$ cat src/rtl/adder_selftest_ctrl.sv
// Self-test sequencer for the W-bit ripple adder: drives operand pairs, checks sum and sig,
// reports errors. Define SELFTEST_CORNER_EN to prepend five directed corner vectors.
module adder_selftest_ctrl #(
  parameter int unsigned W       = 32,
  parameter int unsigned NUM_VEC = 256,
  parameter int unsigned SETTLE  = 2
) (
  input  logic         clk,
  input  logic         rst,
  input  logic         start,
  input  logic [W-1:0] seed,
  output logic [W-1:0] a,
  output logic [W-1:0] b,
  input  logic [W-1:0] s,
  input  logic         sig,
  output logic         busy,
  output logic         done,
  output logic         pass,
  output logic [15:0]  err_cnt,
  output logic [W-1:0] fail_a,
  output logic [W-1:0] fail_b,
  output logic [W-1:0] fail_s
);

`ifdef SELFTEST_CORNER_EN
  localparam int unsigned NumCorner = 5;
`else
  localparam int unsigned NumCorner = 0;
`endif
  localparam int unsigned Total      = NUM_VEC + NumCorner;
  localparam logic [W-1:0] Poly      = W'(32'h80200003);
  localparam logic [3:0]   SettleInit = 4'(SETTLE - 1);

  typedef enum logic [2:0] {StIdle, StLoad, StSettle, StCheck, StDone} state_e;

  state_e       r_state, w_state_next;
  logic [W-1:0] r_lfsr_a, w_lfsr_a_next, r_lfsr_b, w_lfsr_b_next;
  logic [W-1:0] r_a, w_a_next, r_b, w_b_next;
  logic [W-1:0] r_fail_a, w_fail_a_next, r_fail_b, w_fail_b_next, r_fail_s, w_fail_s_next;
  logic [3:0]   r_cnt, w_cnt_next;
  logic [31:0]  r_vec, w_vec_next, w_vec_inc;
  logic [15:0]  r_err, w_err_next, w_err_inc;
  logic         r_pass, w_pass_next;
  logic [W-1:0] w_sum;
  logic         w_fail;
  logic         w_corner;
  logic [W-1:0] w_corner_a, w_corner_b;

  function automatic logic [W-1:0] lfsr_step(input logic [W-1:0] l);
    return (l >> 1) ^ (l[0] ? Poly : '0);
  endfunction

`ifdef SELFTEST_CORNER_EN
  assign w_corner = (r_vec < 32'd5);
  always_comb begin
    w_corner_a = '0;
    w_corner_b = '0;
    case (r_vec[2:0])
      3'd1: begin w_corner_a = '1; w_corner_b = W'(1); end
      3'd2: begin w_corner_a = '1; w_corner_b = '1; end
      3'd3: begin w_corner_a = {1'b0, {(W-1){1'b1}}}; w_corner_b = W'(1); end
      3'd4: begin w_corner_a = {(W/2){2'b10}}; w_corner_b = {(W/2){2'b01}}; end
      default: ;
    endcase
  end
`else
  assign w_corner   = 1'b0;
  assign w_corner_a = '0;
  assign w_corner_b = '0;
`endif

  assign w_sum     = r_a + r_b;
  assign w_fail    = !sig || (s != w_sum);
  assign w_err_inc = (r_err == 16'hFFFF) ? r_err : r_err + 16'd1;
  assign w_vec_inc = r_vec + 32'd1;

  always_comb begin
    w_state_next  = r_state;
    w_lfsr_a_next = r_lfsr_a;
    w_lfsr_b_next = r_lfsr_b;
    w_a_next      = r_a;
    w_b_next      = r_b;
    w_fail_a_next = r_fail_a;
    w_fail_b_next = r_fail_b;
    w_fail_s_next = r_fail_s;
    w_cnt_next    = r_cnt;
    w_vec_next    = r_vec;
    w_err_next    = r_err;
    w_pass_next   = r_pass;
    unique case (r_state)
      StIdle: begin
        if (start) begin
          w_lfsr_a_next = (seed == '0) ? W'(1) : seed;
          w_lfsr_b_next = (~seed == '0) ? W'(1) : ~seed;
          w_fail_a_next = '0;
          w_fail_b_next = '0;
          w_fail_s_next = '0;
          w_err_next    = '0;
          w_pass_next   = 1'b0;
          w_vec_next    = '0;
          w_state_next  = (Total == 0) ? StDone : StLoad;
        end
      end
      StLoad: begin
        w_a_next     = w_corner ? w_corner_a : r_lfsr_a;
        w_b_next     = w_corner ? w_corner_b : r_lfsr_b;
        w_cnt_next   = SettleInit;
        w_state_next = StSettle;
      end
      StSettle: begin
        if (r_cnt == 4'd0) w_state_next = StCheck;
        else               w_cnt_next   = r_cnt - 4'd1;
      end
      StCheck: begin
        if (w_fail) begin
          w_err_next = w_err_inc;
          if (r_err == 16'd0) begin
            w_fail_a_next = r_a;
            w_fail_b_next = r_b;
            w_fail_s_next = s;
          end
        end
        // Corner vectors leave the random sequence untouched.
        if (!w_corner) begin
          w_lfsr_a_next = lfsr_step(r_lfsr_a);
          w_lfsr_b_next = lfsr_step(r_lfsr_b);
        end
        w_vec_next   = w_vec_inc;
        w_state_next = (w_vec_inc == Total) ? StDone : StLoad;
      end
      StDone:  w_state_next = StIdle;
      default: w_state_next = StIdle;
    endcase
    if (w_state_next == StDone && r_state != StDone) w_pass_next = (w_err_next == 16'd0);
  end

  always_ff @(posedge clk or posedge rst) begin
    if (rst) begin
      r_state  <= StIdle;
      r_lfsr_a <= '0;
      r_lfsr_b <= '0;
      r_a      <= '0;
      r_b      <= '0;
      r_fail_a <= '0;
      r_fail_b <= '0;
      r_fail_s <= '0;
      r_cnt    <= '0;
      r_vec    <= '0;
      r_err    <= '0;
      r_pass   <= 1'b0;
    end else begin
      r_state  <= w_state_next;
      r_lfsr_a <= w_lfsr_a_next;
      r_lfsr_b <= w_lfsr_b_next;
      r_a      <= w_a_next;
      r_b      <= w_b_next;
      r_fail_a <= w_fail_a_next;
      r_fail_b <= w_fail_b_next;
      r_fail_s <= w_fail_s_next;
      r_cnt    <= w_cnt_next;
      r_vec    <= w_vec_next;
      r_err    <= w_err_next;
      r_pass   <= w_pass_next;
    end
  end

  assign a       = r_a;
  assign b       = r_b;
  assign busy    = (r_state == StLoad) || (r_state == StSettle) || (r_state == StCheck);
  assign done    = (r_state == StDone);
  assign pass    = r_pass;
  assign err_cnt = r_err;
  assign fail_a  = r_fail_a;
  assign fail_b  = r_fail_b;
  assign fail_s  = r_fail_s;

endmodule

$ cat config.mk
export PLATFORM = sky130hd
export DESIGN_NAME = adder_selftest_ctrl
export DESIGN_NICKNAME = d
export VERILOG_FILES = /design/src/rtl/adder_selftest_ctrl.sv
export SDC_FILE = /design/constraint.sdc
export NUM_CORES = 1
export LEC_CHECK = 0
export ABC_AREA = 0
export CAP_MARGIN = 20
export CORE_ASPECT_RATIO = 1.5
export CORE_MARGIN = 4
export CORE_UTILIZATION = 45
export DETAILED_ROUTE_END_ITERATION = 8
export DONT_BUFFER_PORTS = 1
export GPL_TIMING_DRIVEN = 0
export PLACE_DENSITY_LB_ADDON = 0.25
export SLEW_MARGIN = 20
export SYNTH_ARGS = -nofsm -noshare
export SYNTH_HDL_FRONTEND = slang
export SYNTH_SLANG_ARGS = --single-unit
export TNS_END_PERCENT = 20
$ cat constraint.sdc
create_clock -name clk -period 10.75 [get_ports clk]
set_clock_uncertainty 0.2 [all_clocks]
set_input_delay 2.15 -clock clk [delete_from_list [all_inputs] [get_ports clk]]
set_output_delay 2.15 -clock clk [all_outputs]
set_load 0.1 [all_outputs]
==> reports/qor.yml, run 1 <==
outcome: "complete, no violations"
required_ps: 10980
initial_utilization_pct: 45.6
routed-via-count: 13400
rows: 82
vias_per_cell: 6.25
die_height_um: 234
synth_mux_area_share_pct: 5.55
hold_viol_final: 0
cp-start-kind: "register"
clkLatencyLatePin_ps: 570
routabilityCongestion: 0.967
clkTransAtPathRegs_ps: 60
synth_top_family_by_area: "simple AND/OR/NAND/NOR gates"
syn_to_final_growth_pct: 10.3
synth-simple-area-share_pct: 20.7
grt_max_degree: 104
drc: 0
yosysUniqueCellTypes: 85
hp-class: "register to register"
coreArea_sq_um: 33500
rsz0062_at_grt: "false"
synth_xor_xnor_area_share_pct: 3.69
dieArea_sq_um: 37100
cts.repair.resized: 0
fmax_ghz: 0.138
wire_per_inst_um: 25.7
final_nets: 1815
grt-ovfl-total: 0
synth_fp_nets: 1783
drt_wl_total_mm: 55.3
cts_tree: "built"
dr.pass1.iters: 5
cts_made_buffers: 28
cts_setup_buffers: 0
synth_edf_count: 0
path_cells: "ha_1 -> fa_1 -> a211oi_1 -> o21a_2 -> o21ba_2 -> o211ai_1 -> mux2_1 -> a2111oi_0 -> or4b_1 -> nand4b_4 -> nand2_1 -> nor3_1 -> buf_2 -> clkbuf_1 -> clkbuf_1 -> nand2_1 -> o21ai_0"
postCtsHoldBufs: 0
grt_pass1_wl_mm: 82.0
drt_iter0_drc: 984
cap_violations: 0
worstMarginPinSlew_ps: 1160
drive_above_1_share_pct: 9.76
fin_crit_ps: 7230
finalCritPeriodShare_pct: 67.2
rrSetupSlack_ps: 3520
io_pins: 247
io_buffers: 0
synthArstFlopShare_pct: 100
yosys.area_share.adder_pct: 3.07
finalSetupViolCount: 0
htreeDepth: 1
cts-root-buf: "clkbuf_16"
ctsLongestPathBuffers: 3
antenna_found_initial: 1
relSlewSlack_pct: 22.5
syn_area_sq_um: 15300
setup_tns_ps: 0
synth_seq_cells: 280
yosysSeqAreaShare_pct: 45.8
worstSetupPathType: "register to register"
max_stage_delay_ps: 880
ys_warn_count: 0
drtAntennaViolNets: 0
grt_pass1_vias: 13400
die_width_um: 159
cp-end-kind: "register"
slowest_stage: "a2111oi_0"
cts_sinks: 280
avgSynthCellArea_sq_um: 9.12
fin_util_pct: 50.3
grt_use_total_pct: 29.1
drv_slew: 0
path_max_fanout: 10
synth-compound-area-share_pct: 18.1
cp.arrival_ps: 7460
syn_inst: 1678
synth-main-ff-cell: "dfrtp_1"
dpl.hpwl_mm: 43.8
-- placed cells by master, fill, tap and decap left out, types with 9 or more instances in the layout --
cell type and count:
buf_2 9, and3_1 19, clkbuf_1 80, inv_1 12
o211ai_1 16, dfrtp_1 276, a21oi_1 48, nand3_1 36
a22oi_1 41, xnor2_1 43, nor3_1 22, clkbuf_16 29
a31oi_1 13, xor2_1 19, nor2_1 105, a221o_1 30
nand2_1 370, o21ai_0 178, o31ai_1 10, ha_1 36
nand4_1 41, and2_1 12, nor4_1 24, mux2_2 66
-- flip-flops by register name, summed over array words and instances, names as in the netlist --
signal,count
b,32
r_cnt,4
err_cnt,16
r_vec,32
fail_a,32
a,32
r_lfsr_a,32
pass,1
r_state,3
fail_s,32
r_lfsr_b,32
fail_b,32
-- Yosys cell counts, types with 6 or more instances --
master,number,area (sq um)
nand2_1,370,1390
dfrtp_1,280,7010
o21ai_0,178,891
nor2_1,106,398
clkbuf_1,75,282
mux2_2,66,743
a21oi_1,48,240
xnor2_1,43,377
a22oi_1,41,308
nand4_1,41,257
ha_1,36,450
nand3_1,36,180
a221o_1,30,300
nor4_1,24,150
nor3_1,23,115
and3_1,19,119
xor2_1,19,166
o211ai_1,16,120
a31oi_1,13,81.3
inv_1,13,48.8
and2_1,12,75.1
o31ai_1,10,75.1
buf_2,9,45.0
mux2i_1,8,80.1
o21ai_1,8,40.0
a21o_1,7,52.6
buf_6,7,78.8
or3_1,7,43.8
a211o_1,6,52.6
and4_1,6,52.6
o21a_1,6,45.0
-- worst max-delay path: cells and delay by family (launching register included) --
family	cells	cell delay (ps)
buf+inv	3	1060
flops	1	790
compound gates	6	2150
simple gates	5	1390
fa+ha+maj	2	960
mux	1	490
-- layout make-up --
cell class / instances / area [sq um]
fill: 3134 / 16700
multi-input combinational: 1291 / 7840
sequential: 280 / 7010
clock buffer: 41 / 841
tap: 420 / 526
buffer: 94 / 424
clock inverter: 10 / 131
inverter: 13 / 56.3
timing repair buffer: 2 / 55.1
antenna: 1 / 2.50
-- kinds of logic after synthesis --
family	count (synthesis)
xor gates and xnor gates	63
buffers and inverters	107
muxes	76
and+or+nand+nor	689
adders and majority gates	37
DFF	280
AOI/OAI and AO/OA	426
-- routing by layer --
metal | track usage, % | routed length, um
met1 | 31.8 | 19600
met2 | 53.5 | 29200
met3 | 5.37 | 3490
met4 | 13.9 | 3060
met5 | 0 | 0
-- per-stage QoR --
stage / instances / area (sq um) / worst slack (ps) / hold WS, ps
after global routing: 2151 / 16900 / 3430 / 327
after detailed placement: 2100 / 15900 / 3460 / 288
after CTS: 2151 / 16900 / 3420 / 303
after floorplan: 1678 / 15300 / 678 / 256
final: 2152 / 16900 / 3520 / 304
after global placement: 2098 / 15800 / -2370 / 284
-- final timing paths --
kind / start / to / depth (start not counted)
setup / recovery: a[0] / fail_b[3] / 17
setup reg to reg: a[0] / fail_b[3] / 17
max in group asynchronous: rst / b[12] / 2
hold reg to reg: r_lfsr_a[28] / r_lfsr_a[28] / 2
min in group asynchronous: rst / err_cnt[5] / 1
hold / removal: r_lfsr_a[28] / r_lfsr_a[28] / 2
Power of run 1 is left out: the tool's default activity adds up to more than one toggle a clock period on the data nets, which glitch-free logic cannot reach.
==> inputs of run 2 (changes only) <==
Clock period 10.75 ns to 7.3 ns, I/O delays scaled along.
==> reports/qor.yml, run 2 (synthesis gave the netlist of run 1 again) <==
grt-ovfl-total: 0  # unchanged
crit_buf_inv: 3  # unchanged
grt_max_degree: 37  # -64%
rsz0062_at_grt: "false"
final_nets: 1822  # +0.39%
cap_violations: 0  # unchanged
fillers: 3119  # -0.48%
drt_iter0_drc: 917  # -6.8%
clkLatencyLatePin_ps: 560  # about the same
grt_use_total_pct: 29.4  # +0.31 points
die_height_um: 234  # unchanged
cp-start-kind: "register"
cts_tree: "built"
postCtsHoldBufs: 0  # unchanged
drive_above_1_share_pct: 10.3  # +0.54 points
slowest_stage: "a2111oi_0"
wire_per_inst_um: 25.7  # about the same
crit_top_cell: "nand2_1"
finalCritPeriodShare_pct: 98.2  # +31 points
dpl-instance-area_sq_um: 16000  # +0.81%
design_area_sq_um: 17000  # +0.56%
drtAntennaViolNets: 0  # unchanged
max_stage_delay_ps: 910  # +30 ps
final_common_cell: "nand2_1"
antenna_found_initial: 1  # unchanged
multiInputGateArea_sq_um: 7840  # unchanged
coreArea_sq_um: 33500  # unchanged
hold_viol_final: 0  # unchanged
grt_pass1_wl_mm: 83.0  # +1.2%
io_buffers: 0  # unchanged
cts_made_buffers: 28  # unchanged
routabilityCongestion: 0.955  # -1.3%
dieArea_sq_um: 37100  # unchanged
cp-end-kind: "register"
clkTransAtPathRegs_ps: 60  # about the same
routed-via-count: 13500  # +0.68%
seq_area_sq_um: 7010  # unchanged
drt_wl_total_mm: 55.4  # +0.16%
hp-class: "register to register"
fmax_ghz: 0.140  # +0.88%
syn_to_final_growth_pct: 10.9
path_cells: "ha_1 -> fa_1 -> a211oi_1 -> o21a_2 -> o21ba_2 -> o211ai_1 -> mux2_1 -> a2111oi_0 -> or4b_1 -> nand4b_4 -> nand2_1 -> nor3_1 -> buf_2 -> clkbuf_1 -> clkbuf_2 -> nand2_1 -> o21ai_0"
worstMarginPinSlew_ps: 1160  # -0.769 ps
dr.pass1.iters: 5  # unchanged
htreeDepth: 1  # unchanged
relSlewSlack_pct: 22.6  # +0.051 points
drv_slew: 0  # unchanged
grt_pass1_vias: 13600  # +1.1%
cts_sinks: 280  # unchanged
worstSetupPathType: "register to register"
cts_setup_buffers: 0  # unchanged
die_width_um: 159  # unchanged
outcome: "complete, no violations"
finalSetupViolCount: 0  # unchanged
required_ps: 7520  # -3460 ps
initial_utilization_pct: 45.6  # unchanged
final_cell_mix: "nand2_1 (370), dfrtp_1 (276), o21ai_0 (178)"
vias_per_cell: 6.28  # +0.45%
drc: 0  # unchanged
fin_crit_ps: 7170  # -63.4 ps
rows: 82  # unchanged
cpLargestDelayFamily: "compound AO/OA/AOI/OAI gates"
cp.arrival_ps: 7380  # -80 ps
cts-root-buf: "clkbuf_16"
antennaDiodeCount: 0  # -1
dpl.hpwl_mm: 44.3  # +1.1%
path_max_fanout: 10  # unchanged
io_pins: 247  # unchanged
ctsLongestPathBuffers: 3  # unchanged
[run 2: changes by cell type in the layout (fill, tap and decap cells not counted), sizes merged]
| cell | previous run | this run |
|---|---|---|
| inv | 14 | 12 |
| diode | 1 | 0 |
| clkbuf | 116 | 115 |
| buf | 21 | 28 |
| clkinv | 5 | 9 |
| bufinv | 3 | 1 |
[run 2: stage by stage]
step	hold slack, ps	setup WS [ps]	instances	setup TNS, ps	util (%)
after CTS	304	24.9	2157	0	50.6
after floorplan	256	1930	1678	0	-
final	301	134	2157	0	50.6
after global routing	327	69.9	2157	0	50.6
after global placement	284	-66.7	2098	-130	47.2
after detailed placement	290	22.2	2107	0	47.8
[run 2: final cells by class]
type | count | share of cell area (%)
well taps | 420 | 3.10
plain buffers | 94 | 2.51
clock inverters | 10 | 0.486
clock buffers | 40 | 5.05
flip-flops and latches | 280 | 41.3
repair buffers | 9 | 1.11
inverters | 13 | 0.310
multi-input cells | 1291 | 46.1
[run 2: worst paths after layout]
| check | end | from | slack [ps] | depth (start not counted) |
|---|---|---|---|---|
| worst min register to register | r_lfsr_a[3] | r_lfsr_a[3] | 300 | 2 |
| worst max-delay path | fail_b[3] | a[0] | 130 | 17 |
| worst max register to register | fail_b[3] | a[0] | 130 | 17 |
| worst min-delay path | r_lfsr_a[3] | r_lfsr_a[3] | 300 | 2 |
| min in group asynchronous | fail_s[30] | rst | 590 | 1 |
| max in group asynchronous | r_lfsr_a[10] | rst | 5150 | 5 |
[run 2: tightest hold or removal path, stage by stage, from the launching register on]
cell and delay, ps:
dfrtp_1 360, nand2_1 50, nand2_1 50
[run 2: what timing repair did]
| action | 4_1_cts | 5_1_grt |
|---|---|---|
| cloned | 0 | 0 |
| gates resized for setup | 1 | 3 |
| endpoints found under the setup margin | 2 | 2 |
[run 2: metal layers]
metal | vias up | global-route usage [%] | share of wire (%)
met1 | 6665 | 31.9 | 35
met2 | 547 | 53.0 | 52
li1 | 6143 | - | -
met5 | - | 0 | 0.027
met3 | 182 | 5.19 | 6.5
met4 | 2 | 17.1 | 6.8
Power of run 2 is left out for the same reason.
==> inputs of run 3 (changes only) <==
Settings changed: GPL_TIMING_DRIVEN 0 to not set, HOLD_SLACK_MARGIN set to 0.03.
==> reports/qor.yml, run 3 (synthesis gave the netlist of run 1 again) <==
initial_utilization_pct: 45.6  # unchanged
crit_cells: 15  # -2
routabilityCongestion: 1.00  # +5.1%
grt_max_degree: 168  # +350%
setup_tns_ps: 0  # unchanged
postCtsHoldBufs: 0  # unchanged
cp-end-kind: "register"
grt-ovfl-total: 0  # unchanged
place_ws_ps: 1510  # +1490 ps
grt_pass1_wl_mm: 75.4  # -9.1%
antenna_found_initial: 0  # -1
drt_wl_total_mm: 49.9  # -9.9%
rsz0062_at_grt: "false"
cts.repair.resized: 0  # -1
drv_slew: 0  # unchanged
antennaDiodeCount: 0  # unchanged
final_nets: 1793  # -1.6%
vias_per_cell: 6.12  # -2.6%
seq_area_sq_um: 7010  # about the same
cap_violations: 0  # unchanged
syn_to_final_growth_pct: 10.5
final_cell_mix: "nand2_1 (369), dfrtp_1 (280), o21ai_0 (178)"
hold_viol_final: 0  # unchanged
dieArea_sq_um: 37100  # unchanged
endpoint: "pass"
dpl.hpwl_mm: 37.2  # -16%
finalSetupViolCount: 0  # unchanged
die_width_um: 159  # unchanged
grt_pass1_vias: 12800  # -5.6%
drive_above_1_share_pct: 12.8  # +2.5 points
htreeDepth: 1  # unchanged
io_pins: 247  # unchanged
hp-class: "register to register"
multiInputGateArea_sq_um: 7870  # +0.38%
coreArea_sq_um: 33500  # unchanged
clkTransAtPathRegs_ps: 60  # about the same
cts_sinks: 280  # unchanged
path_max_fanout: 4  # -6
io_buffers: 0  # unchanged
grt_use_total_pct: 26.1  # -3.3 points
required_ps: 7570  # +50 ps
wire_per_inst_um: 23.5  # -8.6%
drt_iter0_drc: 928  # +1.2%
routed-via-count: 13000  # -4.0%
relSlewSlack_pct: 26.1  # +3.5 points
clkLatencyLatePin_ps: 550  # about the same
fin_ws_ps: 1410  # +1270 ps
slowest_stage: "dfrtp_1"
cp.arrival_ps: 6160  # -1220 ps
crit_buf_inv: 0  # -3
fin_crit_ps: 5890  # -1270 ps
drc: 0  # unchanged
cts_tree: "built"
cts_made_buffers: 27  # -3.6%
ctsLongestPathBuffers: 3  # unchanged
die_height_um: 234  # unchanged
cp-start-kind: "register"
dr.pass1.iters: 7  # +2
startpoint: "b[0]"
max_stage_delay_ps: 760  # -150 ps
path_cells: "ha_1 -> fa_1 -> a211oi_1 -> o21a_2 -> o21ba_2 -> o211ai_1 -> mux2_1 -> nand4b_1 -> nor4_1 -> or4b_1 -> or4b_1 -> mux2_4 -> nor4_2 -> nand4b_1 -> o31ai_2"
outcome: "complete, no violations"
cts-root-buf: "clkbuf_16"
hp-start: "r_lfsr_a[29]"
finalCritPeriodShare_pct: 80.7  # -17 points
worstSetupPathType: "register to register"
worstMarginPinSlew_ps: 1110  # -53.0 ps
rrSetupSlack_ps: 1410  # +1270 ps
r2r_end: "pass"
cpLargestDelayFamily: "simple AND/OR/NAND/NOR gates"
drtAntennaViolNets: 0  # unchanged
worstReg2RegStart: "b[0]"
fillers: 3113  # -0.19%
rows: 82  # unchanged
fmax_ghz: 0.170  # +22%
cts_setup_buffers: 0  # unchanged
ff2ff_path_depth: 15  # -2
final_common_cell: "nand2_1"
-- run 3: changes by cell type in the layout (fill, tap and decap cells not counted), sizes merged --
cell | previous run | this run
inv | 12 | 13
bufinv | 1 | 2
clkbuf | 115 | 42
buf | 28 | 75
clkinv | 9 | 2
-- run 3: layout make-up --
class / count / area share (%)
multi-input cells: 1291 / 46.5
flip-flops and latches: 280 / 41.4
clock buffers: 42 / 4.80
repair buffers: 75 / 3.40
well taps: 420 / 3.11
clock inverters: 5 / 0.466
inverters: 13 / 0.311
-- run 3: worst reg2reg max path, stage by stage (launching register included) --
cell and delay [ps]:
dfrtp_1 760, ha_1 430, fa_1 450, a211oi_1 480, o21a_2 290, o21ba_2 170, o211ai_1 150, mux2_1 390
nand4b_1 190, nor4_1 230, or4b_1 460, or4b_1 580, mux2_4 340, nor4_2 330, nand4b_1 160, o31ai_2 190
-- run 3: worst min path at each step --
stage | to | slack, ps | cells after the start
after floorplan | r_lfsr_a[31] | 260 | 2
final | r_lfsr_a[29] | 300 | 2
after detailed placement | r_lfsr_a[29] | 290 | 2
after global routing | r_lfsr_a[3] | 340 | 2
after CTS | r_lfsr_a[29] | 300 | 2
after global placement | r_lfsr_a[10] | 280 | 2
-- run 3: routing by layer --
metal | track usage (%) | up-vias | wire [um]
li1 | - | 6062 | -
met1 | 31.0 | 6314 | 18700
met2 | 44.6 | 496 | 24800
met3 | 5.26 | 132 | 3580
met4 | 12.9 | 0 | 2820
met5 | 0 | - | 0
-- run 3: stage by stage --
| stage | util (%) | area, sq um | instances | hold WS (ps) |
|---|---|---|---|---|
| floorplan | - | 15300 | 1678 | 256 |
| global placement | 47.8 | 16000 | 2079 | 285 |
| detailed placement | 47.8 | 16000 | 2079 | 288 |
| CTS | 50.4 | 16900 | 2126 | 305 |
| global route | 50.4 | 16900 | 2126 | 341 |
| finish | 50.4 | 16900 | 2126 | 303 |
Power of run 3 is left out for the same reason.
